[src/rtl/seq_stage_controller_pkg.sv]
// Shared Y86-64 SEQ sequencer definitions: controller states, icode and status encodings.
package seq_stage_controller_pkg;

  typedef enum logic [2:0] {
    ST_IDLE,
    ST_FETCH,
    ST_DECODE,
    ST_EXECUTE,
    ST_MEMORY,
    ST_WRITEBACK,
    ST_PC_UPDATE,
    ST_HALT
  } state_e;

  typedef enum logic [3:0] {
    IHALT   = 4'h0,
    INOP    = 4'h1,
    IRRMOVQ = 4'h2,
    IIRMOVQ = 4'h3,
    IRMMOVQ = 4'h4,
    IMRMOVQ = 4'h5,
    IOPQ    = 4'h6,
    IJXX    = 4'h7,
    ICALL   = 4'h8,
    IRET    = 4'h9,
    IPUSHQ  = 4'hA,
    IPOPQ   = 4'hB
  } icode_e;

  typedef enum logic [2:0] {
    SAOK = 3'd1,
    SHLT = 3'd2,
    SADR = 3'd3,
    SINS = 3'd4
  } stat_e;

  // Instructions that touch data memory in the MEMORY stage.
  function automatic logic is_mem_icode(input logic [3:0] ic);
    return (ic == IRMMOVQ) || (ic == IMRMOVQ) || (ic == ICALL) ||
           (ic == IRET) || (ic == IPUSHQ) || (ic == IPOPQ);
  endfunction

endpackage

[src/rtl/seq_stage_controller_mem_wait_timer.sv]
// Down-counting wait timer for memory handshakes; pulses timeout on the last allowed cycle
// when ready has still not arrived.
module seq_stage_controller_mem_wait_timer #(
  parameter int TIMEOUT = 16
) (
  input  logic clk,
  input  logic reset,
  input  logic clear,
  input  logic enable,
  input  logic ready,
  output logic timeout
);

  localparam int CW = $clog2(TIMEOUT + 1);
  localparam logic [CW-1:0] LOAD = CW'(TIMEOUT - 1);

  logic [CW-1:0] remaining;

  always_ff @(posedge clk) begin
    if (reset || clear) begin
      remaining <= LOAD;
    end else if (enable && !ready && (remaining != '0)) begin
      remaining <= remaining - 1'b1;
    end
  end

  // A ready in the terminal cycle suppresses the fault.
  assign timeout = enable && !ready && (remaining == '0);

endmodule

[src/rtl/seq_stage_controller.sv]
// Multi-cycle Y86-64 SEQ sequencer: owns the PC, steps the stages one instruction at a time,
// handshakes with instruction/data memory and stops on any non-AOK status.
//
// state        | meaning
// ST_IDLE      | waiting for run
// ST_FETCH     | imem request outstanding, latch icode on ready
// ST_DECODE    | decode strobe, one cycle
// ST_EXECUTE   | execute strobe, cc write for OPq
// ST_MEMORY    | data access for memory icodes, else one cycle
// ST_WRITEBACK | writeback strobe, one cycle
// ST_PC_UPDATE | commit PC_new, retire instruction
// ST_HALT      | stopped on non-AOK status until reset
module seq_stage_controller
  import seq_stage_controller_pkg::*;
#(
  parameter logic [63:0] RESET_PC    = 64'h0,
  parameter int          MEM_TIMEOUT = 16,
  parameter int          CNT_WIDTH   = 32
) (
  input  logic                 clk,
  input  logic                 reset,
  input  logic                 run,
  input  logic [3:0]           icode,
  input  logic                 instr_valid,
  input  logic                 imem_ready,
  input  logic                 imem_error,
  input  logic                 dmem_ready,
  input  logic                 dmem_error,
  input  logic [63:0]          PC_new,
  output logic [63:0]          pc,
  output logic                 imem_req,
  output logic                 dmem_req,
  output logic                 fetch_en,
  output logic                 decode_en,
  output logic                 execute_en,
  output logic                 memory_en,
  output logic                 writeback_en,
  output logic                 cc_we,
  output logic [2:0]           stat,
  output logic                 halted,
  output logic [CNT_WIDTH-1:0] cycle_count,
  output logic [CNT_WIDTH-1:0] instr_count
);

  state_e     state, state_nxt;
  stat_e      stat_q, stat_nxt;
  logic [3:0] icode_q;
  logic       mem_access;
  logic       wait_en;
  logic       wait_timeout;

  assign mem_access = is_mem_icode(icode_q);
  assign wait_en    = (state == ST_FETCH) || ((state == ST_MEMORY) && mem_access);
  assign stat       = stat_q;

  seq_stage_controller_mem_wait_timer #(
    .TIMEOUT(MEM_TIMEOUT)
  ) u_wait_timer (
    .clk    (clk),
    .reset  (reset),
    .clear  (!wait_en),
    .enable (wait_en),
    .ready  ((state == ST_FETCH) ? imem_ready : dmem_ready),
    .timeout(wait_timeout)
  );

  always_comb begin
    state_nxt = state;
    stat_nxt  = stat_q;
    case (state)
      ST_IDLE: begin
        if (run) state_nxt = ST_FETCH;
      end
      ST_FETCH: begin
        if (imem_ready) begin
          if (imem_error) begin
            stat_nxt  = SADR;
            state_nxt = ST_HALT;
          end else if (!instr_valid) begin
            stat_nxt  = SINS;
            state_nxt = ST_HALT;
          end else if (icode == IHALT) begin
            stat_nxt  = SHLT;
            state_nxt = ST_HALT;
          end else begin
            state_nxt = ST_DECODE;
          end
        end else if (wait_timeout) begin
          stat_nxt  = SADR;
          state_nxt = ST_HALT;
        end
      end
      ST_DECODE:  state_nxt = ST_EXECUTE;
      ST_EXECUTE: state_nxt = ST_MEMORY;
      ST_MEMORY: begin
        if (!mem_access) begin
          state_nxt = ST_WRITEBACK;
        end else if (dmem_ready) begin
          if (dmem_error) begin
            stat_nxt  = SADR;
            state_nxt = ST_HALT;
          end else begin
            state_nxt = ST_WRITEBACK;
          end
        end else if (wait_timeout) begin
          stat_nxt  = SADR;
          state_nxt = ST_HALT;
        end
      end
      ST_WRITEBACK: state_nxt = ST_PC_UPDATE;
      ST_PC_UPDATE: state_nxt = run ? ST_FETCH : ST_IDLE;
      ST_HALT:      state_nxt = ST_HALT;
      default:      state_nxt = ST_IDLE;
    endcase
  end

  // Outputs are registered from the next state so they line up with the state register.
  always_ff @(posedge clk) begin
    if (reset) begin
      state        <= ST_IDLE;
      stat_q       <= SAOK;
      pc           <= RESET_PC;
      icode_q      <= '0;
      cycle_count  <= '0;
      instr_count  <= '0;
      imem_req     <= 1'b0;
      dmem_req     <= 1'b0;
      fetch_en     <= 1'b0;
      decode_en    <= 1'b0;
      execute_en   <= 1'b0;
      memory_en    <= 1'b0;
      writeback_en <= 1'b0;
      cc_we        <= 1'b0;
      halted       <= 1'b0;
    end else begin
      state  <= state_nxt;
      stat_q <= stat_nxt;
      if ((state == ST_FETCH) && imem_ready) icode_q <= icode;
      if (state == ST_PC_UPDATE) begin
        pc          <= PC_new;
        instr_count <= instr_count + 1'b1;
      end
      if ((state != ST_IDLE) && (state != ST_HALT)) cycle_count <= cycle_count + 1'b1;
      imem_req     <= (state_nxt == ST_FETCH);
      fetch_en     <= (state_nxt == ST_FETCH);
      decode_en    <= (state_nxt == ST_DECODE);
      execute_en   <= (state_nxt == ST_EXECUTE);
      memory_en    <= (state_nxt == ST_MEMORY);
      writeback_en <= (state_nxt == ST_WRITEBACK);
      dmem_req     <= (state_nxt == ST_MEMORY) && mem_access;
      cc_we        <= (state_nxt == ST_EXECUTE) && (icode_q == IOPQ);
      halted       <= (state_nxt == ST_HALT);
    end
  end

endmodule

[config.mk]
export PLATFORM = sky130hd
export DESIGN_NAME = seq_stage_controller
export DESIGN_NICKNAME = d
export VERILOG_FILES = /design/src/rtl/seq_stage_controller_pkg.sv /design/src/rtl/seq_stage_controller_mem_wait_timer.sv /design/src/rtl/seq_stage_controller.sv
export SDC_FILE = /design/constraint.sdc
export NUM_CORES = 1
export LEC_CHECK = 0
export CAP_MARGIN = 25
export CELL_PAD_IN_SITES_DETAIL_PLACEMENT = 0
export CELL_PAD_IN_SITES_GLOBAL_PLACEMENT = 1
export CORE_ASPECT_RATIO = 0.5
export CORE_MARGIN = 3
export CORE_UTILIZATION = 32
export DETAILED_ROUTE_END_ITERATION = 12
export PLACE_DENSITY = 0.82
export SETUP_SLACK_MARGIN = 0.02
export SYNTH_ARGS = -nofsm -noshare
export SYNTH_HDL_FRONTEND = slang
export SYNTH_SLANG_ARGS = --single-unit
[constraint.sdc]
create_clock -name clk -period 2.4 [get_ports clk]
set_input_delay 0.48 -clock clk [delete_from_list [all_inputs] [get_ports clk]]
set_output_delay 0.48 -clock clk [all_outputs]
set_load 0.1 [all_outputs]
# Word-level counts from Yosys, hierarchy flattened
# Index checks and enable logic that the tools add are counted.
[op_classes]
n_mul = 0
n_lt_le_gt_ge = 0
n_div = 0
n_mux = 21
shifts = 0
n_addsub = 3
reduce_logical = 24
bitwise = 0
n_eq_ne = 24
[op_table]
columns = ["cell", "count"]
rows = [
  ["$add A32 B1 Y32 const B", 2],
  ["$mux W3", 16],
  ["$pmux W3 S8", 1],
  ["$eq A3 B3 Y1 const B", 7],
  ["$eq A4 B4 Y1 const B", 4],
  ["$eq A3 B2 Y1 const B", 4],
  ["$eq A4 B3 Y1 const B", 3],
  ["$logic_and A1 B1 Y1", 8],
  ["$logic_or A1 B1 Y1", 7],
  ["$eq A3 B1 Y1 const B", 2],
  ["$ne A3 B3 Y1 const B", 2],
  ["$pmux W3 S2", 1],
  ["$logic_not A5 Y1", 1],
  ["$ne A5 B4 Y1 const B", 1],
  ["$reduce_bool A5 Y1", 1],
  ["$sub A5 B1 Y5 const B", 1],
  ["$logic_not A4 Y1", 1],
  ["$reduce_and A4 Y1", 1],
  ["$logic_not A3 Y1", 1],
  ["$reduce_bool A3 Y1", 1],
  ["$logic_not A1 Y1", 2],
  ["$mux W1", 2],
  ["$mux W2", 1],
  ["$ne A2 B2 Y1 const B", 1],
  ["$reduce_bool A2 Y1", 1],
]
[totals]
ramBits = 0
output_inout_bits = 140
romBits = 0
ff_bits = 151
latchBits = 0
word_cells = 87
n_memories = 0

# Depth between registers and ports, before layout
[logic_depth]
ltp_word = 16
mapped_depth = 8

# Hierarchy
# A second synthesis with hierarchy kept.
[hier_totals]
cells_unflattened = 748
hier_area_um2 = 6294.8
[by_module_without_submodules]
columns = ["mod", "cells_each", "instances", "seq_area_each_um2", "area_each_um2"]
rows = [
  ["seq_stage_controller", 716, 1, 2922.8, 6012.0],
  ["seq_stage_controller_mem_wait_timer", 32, 1, 100.1, 282.8],
]

# Worst setup path before layout
# Ideal clock, no wire load.
[synth_timing]
path_kind = "reg-to-reg"
start = "register instr_count[16]"
end = "register instr_count[30]"
arrival_time_ps = 2575
stages_incl_launch_ff = 7
required_time_ps = 2330
path_slack_ps = -245
path_cell_list = "dfxtp_1 > nand3_1 > or3_1 > clkbuf_1 > or3_1 > or3_1 > a21oi_1"
[synth_via]
elab_chain_len = 1
[synth_lines]
columns = ["element", "line", "text"]
rows = [
  ["from (decl)", "seq_stage_controller.sv:42", "output logic [CNT_WIDTH-1:0] instr_count"],
  ["from (signal assigned)", "seq_stage_controller.sv:141", "instr_count <= instr_count + 1'b1;"],
  ["$add A32 B1 Y32", "seq_stage_controller.sv:141", ""],
]
# Every way passes these cells.
# A chain may end at the register's enable or synchronous reset.

# Worst setup path in the final report
[layout_timing]
start = "register state[2]"
end = "register u_wait_timer.remaining[4]"
[layout_via]
elab_chain_len = 5
word_cells_on_any_way = 10
[layout_lines]
columns = ["element", "line", "text"]
rows = [
  ["from (decl)", "seq_stage_controller.sv:45", "state_e state, state_nxt;"],
  ["from (signal assigned)", "seq_stage_controller.sv:136", "state <= state_nxt;"],
  ["$eq A3 B1 Y1 or $eq A3 B3 Y1 (tied branches)", "seq_stage_controller.sv:53, seq_stage_controller.sv:63", ""],
  ["$mux W1 or $logic_and A1 B1 Y1 (tied branches)", "seq_stage_controller.sv:63, seq_stage_controller.sv:53", ""],
  ["$logic_not A1 Y1 or $logic_or A1 B1 Y1 (tied branches)", "seq_stage_controller_mem_wait_timer.sv:22, seq_stage_controller.sv:53", ""],
  ["$logic_and A1 B1 Y1 or $logic_not A1 Y1 (tied branches)", "seq_stage_controller_mem_wait_timer.sv:22, seq_stage_controller.sv:61", ""],
  ["$logic_and A1 B1 Y1 or $logic_or A1 B1 Y1 (tied branches)", "seq_stage_controller_mem_wait_timer.sv:22, seq_stage_controller_mem_wait_timer.sv:20", ""],
  ["to (signal assigned)", "seq_stage_controller_mem_wait_timer.sv:23", "remaining <= remaining - 1'b1;"],
  ["to (decl)", "seq_stage_controller_mem_wait_timer.sv:17", "logic [CW-1:0] remaining;"],
]
# Several ways; a longest one is shown, not always the timed one.

==> qor.txt <==
Net Count, Synth - 833
Pin count of the biggest net entering global routing - 66
Die Height - 105 µm
Fin. Hold Viols - 0
Cell Area, Synth - 0.00621 mm²
Post-synth top area share - 48.7%
Top FF cell, synth - dfxtp_1
Ant diodes - 0
Rows - 35
Crit path max fanout - 15
Max-slew violation count - 0
Crit path DAT - 2610 ps
Routed vias - 5822
Number of synthesized flops with an enable pin - 0
Outcome - completed
1st-iter DRT viols - 291
DP Cell Count - 1198
Area Overhead vs Synth - 43.8%
VDD IR max - 466 µV
Area leader, netlist - dfxtp_1
Leakage Power - 3.40 nW
Antenna Nets Post-Route - 0
Vias in the first global route - 5538
Max clock buf depth - 2
Post_cts resized - 0
Power, Total - 0.00624 W
Worst min path class - flop to flop
CP Capture Type - flop
Setup Skew - 7.51 ps
Leading post-synthesis cells by cell area - dfxtp_1 (49%), nand2_1 (9.4%), a21oi_1 (6.1%)
Synthesis Warnings - 0
GPL Wtd Cong - 0.783
Distinct cells, synth - 52
Die Area - 0.0212 mm²
Kind of critical path - flop to flop
Top cells by count, synth - nand2_1 (156), dfxtp_1 (151), a21oi_1 (76)
H-tree levels - 4
Pwr Density - 699 mW/mm²
DRC - 0
First-pass GRT wire length - 28800 µm
Post-DP HPWL - 12500 µm
Avg Cell Area, Syn - 8.25 µm²
Post-CTS Setup Bufs - 0
Finish-stage setup viols - 0
Asr flop ratio synth - 0%
Initial antenna violation count - 0
Seq/Total Area, Yosys - 48.7%
Post-Syn Instances - 753
Clock tree from TritonCTS - done
Max_slew headroom - 60.0%
Tcrit/Tclk final - 94.2%
Fmax - 442 MHz
Total core area - 0.0187 mm²
Num CTS Buffers - 17
Startpoint types - flop
Via-to-Cell Ratio - 4.73
Register bit total from synthesis - 151
Layout cell share with drive strength beyond 1 - 22.6%
Utilization after layout - 47.7%
Per-cell routed wire length - 14.3 µm
Max_cap viols - 0
Clk Latency, worst-skew pair - 430 ps
Critical path required time - 2750 ps
Clock Sink Count - 151
Fin cells - 1230
Worst-Margin Slew - 595 ps
Die Wd - 203 µm
Final WL - 17500 µm
Final #Nets - 1038
First drt pass iteration count - 4
Global Route Usage Sum - 16.6%
Clock transition at path regs - 60 ps
Tmin final - 2260 ps
Hold_buf cts - 0
I/O Pins - 216
Clock Tree Root - clkbuf_16
Count leader, synth - nand2_1
Overflow after GRT - 0
Starting Density - 33.2%
Number of port buffers - 215
==> power breakdown <==
group          total (W)  switching, W  internal, W
combinational   0.000858      0.000570     0.000288
clock            0.00276       0.00107      0.00169
sequential       0.00262     0.0000562      0.00256
total            0.00624       0.00170      0.00455
==> metrics by stage <==
stage                     worst slack, ps  TNS, ps  area (µm²)  hold slack (ps)
after global placement               81.8        0        8310              442
after detailed placement             24.4        0        8310              447
after floorplan                      23.2        0        6240              440
final                                 139        0        8930              455
after CTS                            37.0        0        8920              455
after global routing                -12.3    -12.3        8930              471
==> critical path, stage by stage (launching register included) <==
cell and delay, ps:
dfxtp_1 580, or3b_1 450, or3_1 320, o32a_1 290
or3_1 380, a21boi_1 160
==> flip-flops by register name, indices dropped and copies added, names as in the netlist <==
signal and count:
pc 64, cycle_count 32, instr_count 32, u_wait_timer.remaining 5, icode_q 4, stat 3, state 3, cc_we 1
decode_en 1, dmem_req 1, execute_en 1, fetch_en 1, halted 1, memory_en 1, writeback_en 1
==> area by class of cell <==
cell class                 count  area [µm²]
clock buffer                  21         460
clock inverter                11         148
fill                        1826        9770
inverter                      13        48.8
multi-input combinational    545        2960
sequential                   151        3060
tap                          259         324
timing repair buffer         230        1940
==> routing by layer <==
layer	vias to the layer above	track usage, %	wire length, µm
li1	2965	-	-
met1	2740	21.1	7960
met2	103	27.6	8560
met3	14	4.78	850
met4	0	4.44	172
met5	-	0	0
==> kinds of logic after synthesis <==
logic type,share of synthesized area (%)
and+or+nand+nor,28.3
DFF,48.7
AOI/OAI and AO/OA,9.91
buffers and inverters,3.85
xor gates and xnor gates,7.48
muxes,0.987
adders and majority gates,0.806
==> cells in the final DEF, fill, tap and decap left out, types with 17 or more instances in the layout <==
cell             count
a21oi_1             76
clkdlybuf4s50_1     74
xnor2_1             32
nand3_1             19
dfxtp_1            125
nor4_1              18
buf_4              154
clkbuf_16           17
nand2_1            156
nor3_1              21
xor2_1              21
dfxtp_2             26
nand4_1             19
nor2_1              70
or3_1               19
==> final timing paths <==
| path | from | end | slack, ps | cells past startpoint |
|---|---|---|---|---|
| setup / recovery | state[2] | u_wait_timer.remaining[4] | 140 | 5 |
| hold / removal | pc[15] | pc[15] | 460 | 2 |
| setup reg to reg | state[2] | u_wait_timer.remaining[4] | 140 | 5 |
| hold reg to reg | pc[15] | pc[15] | 460 | 2 |
No activity file was read; power rests on OpenSTA's default activity.
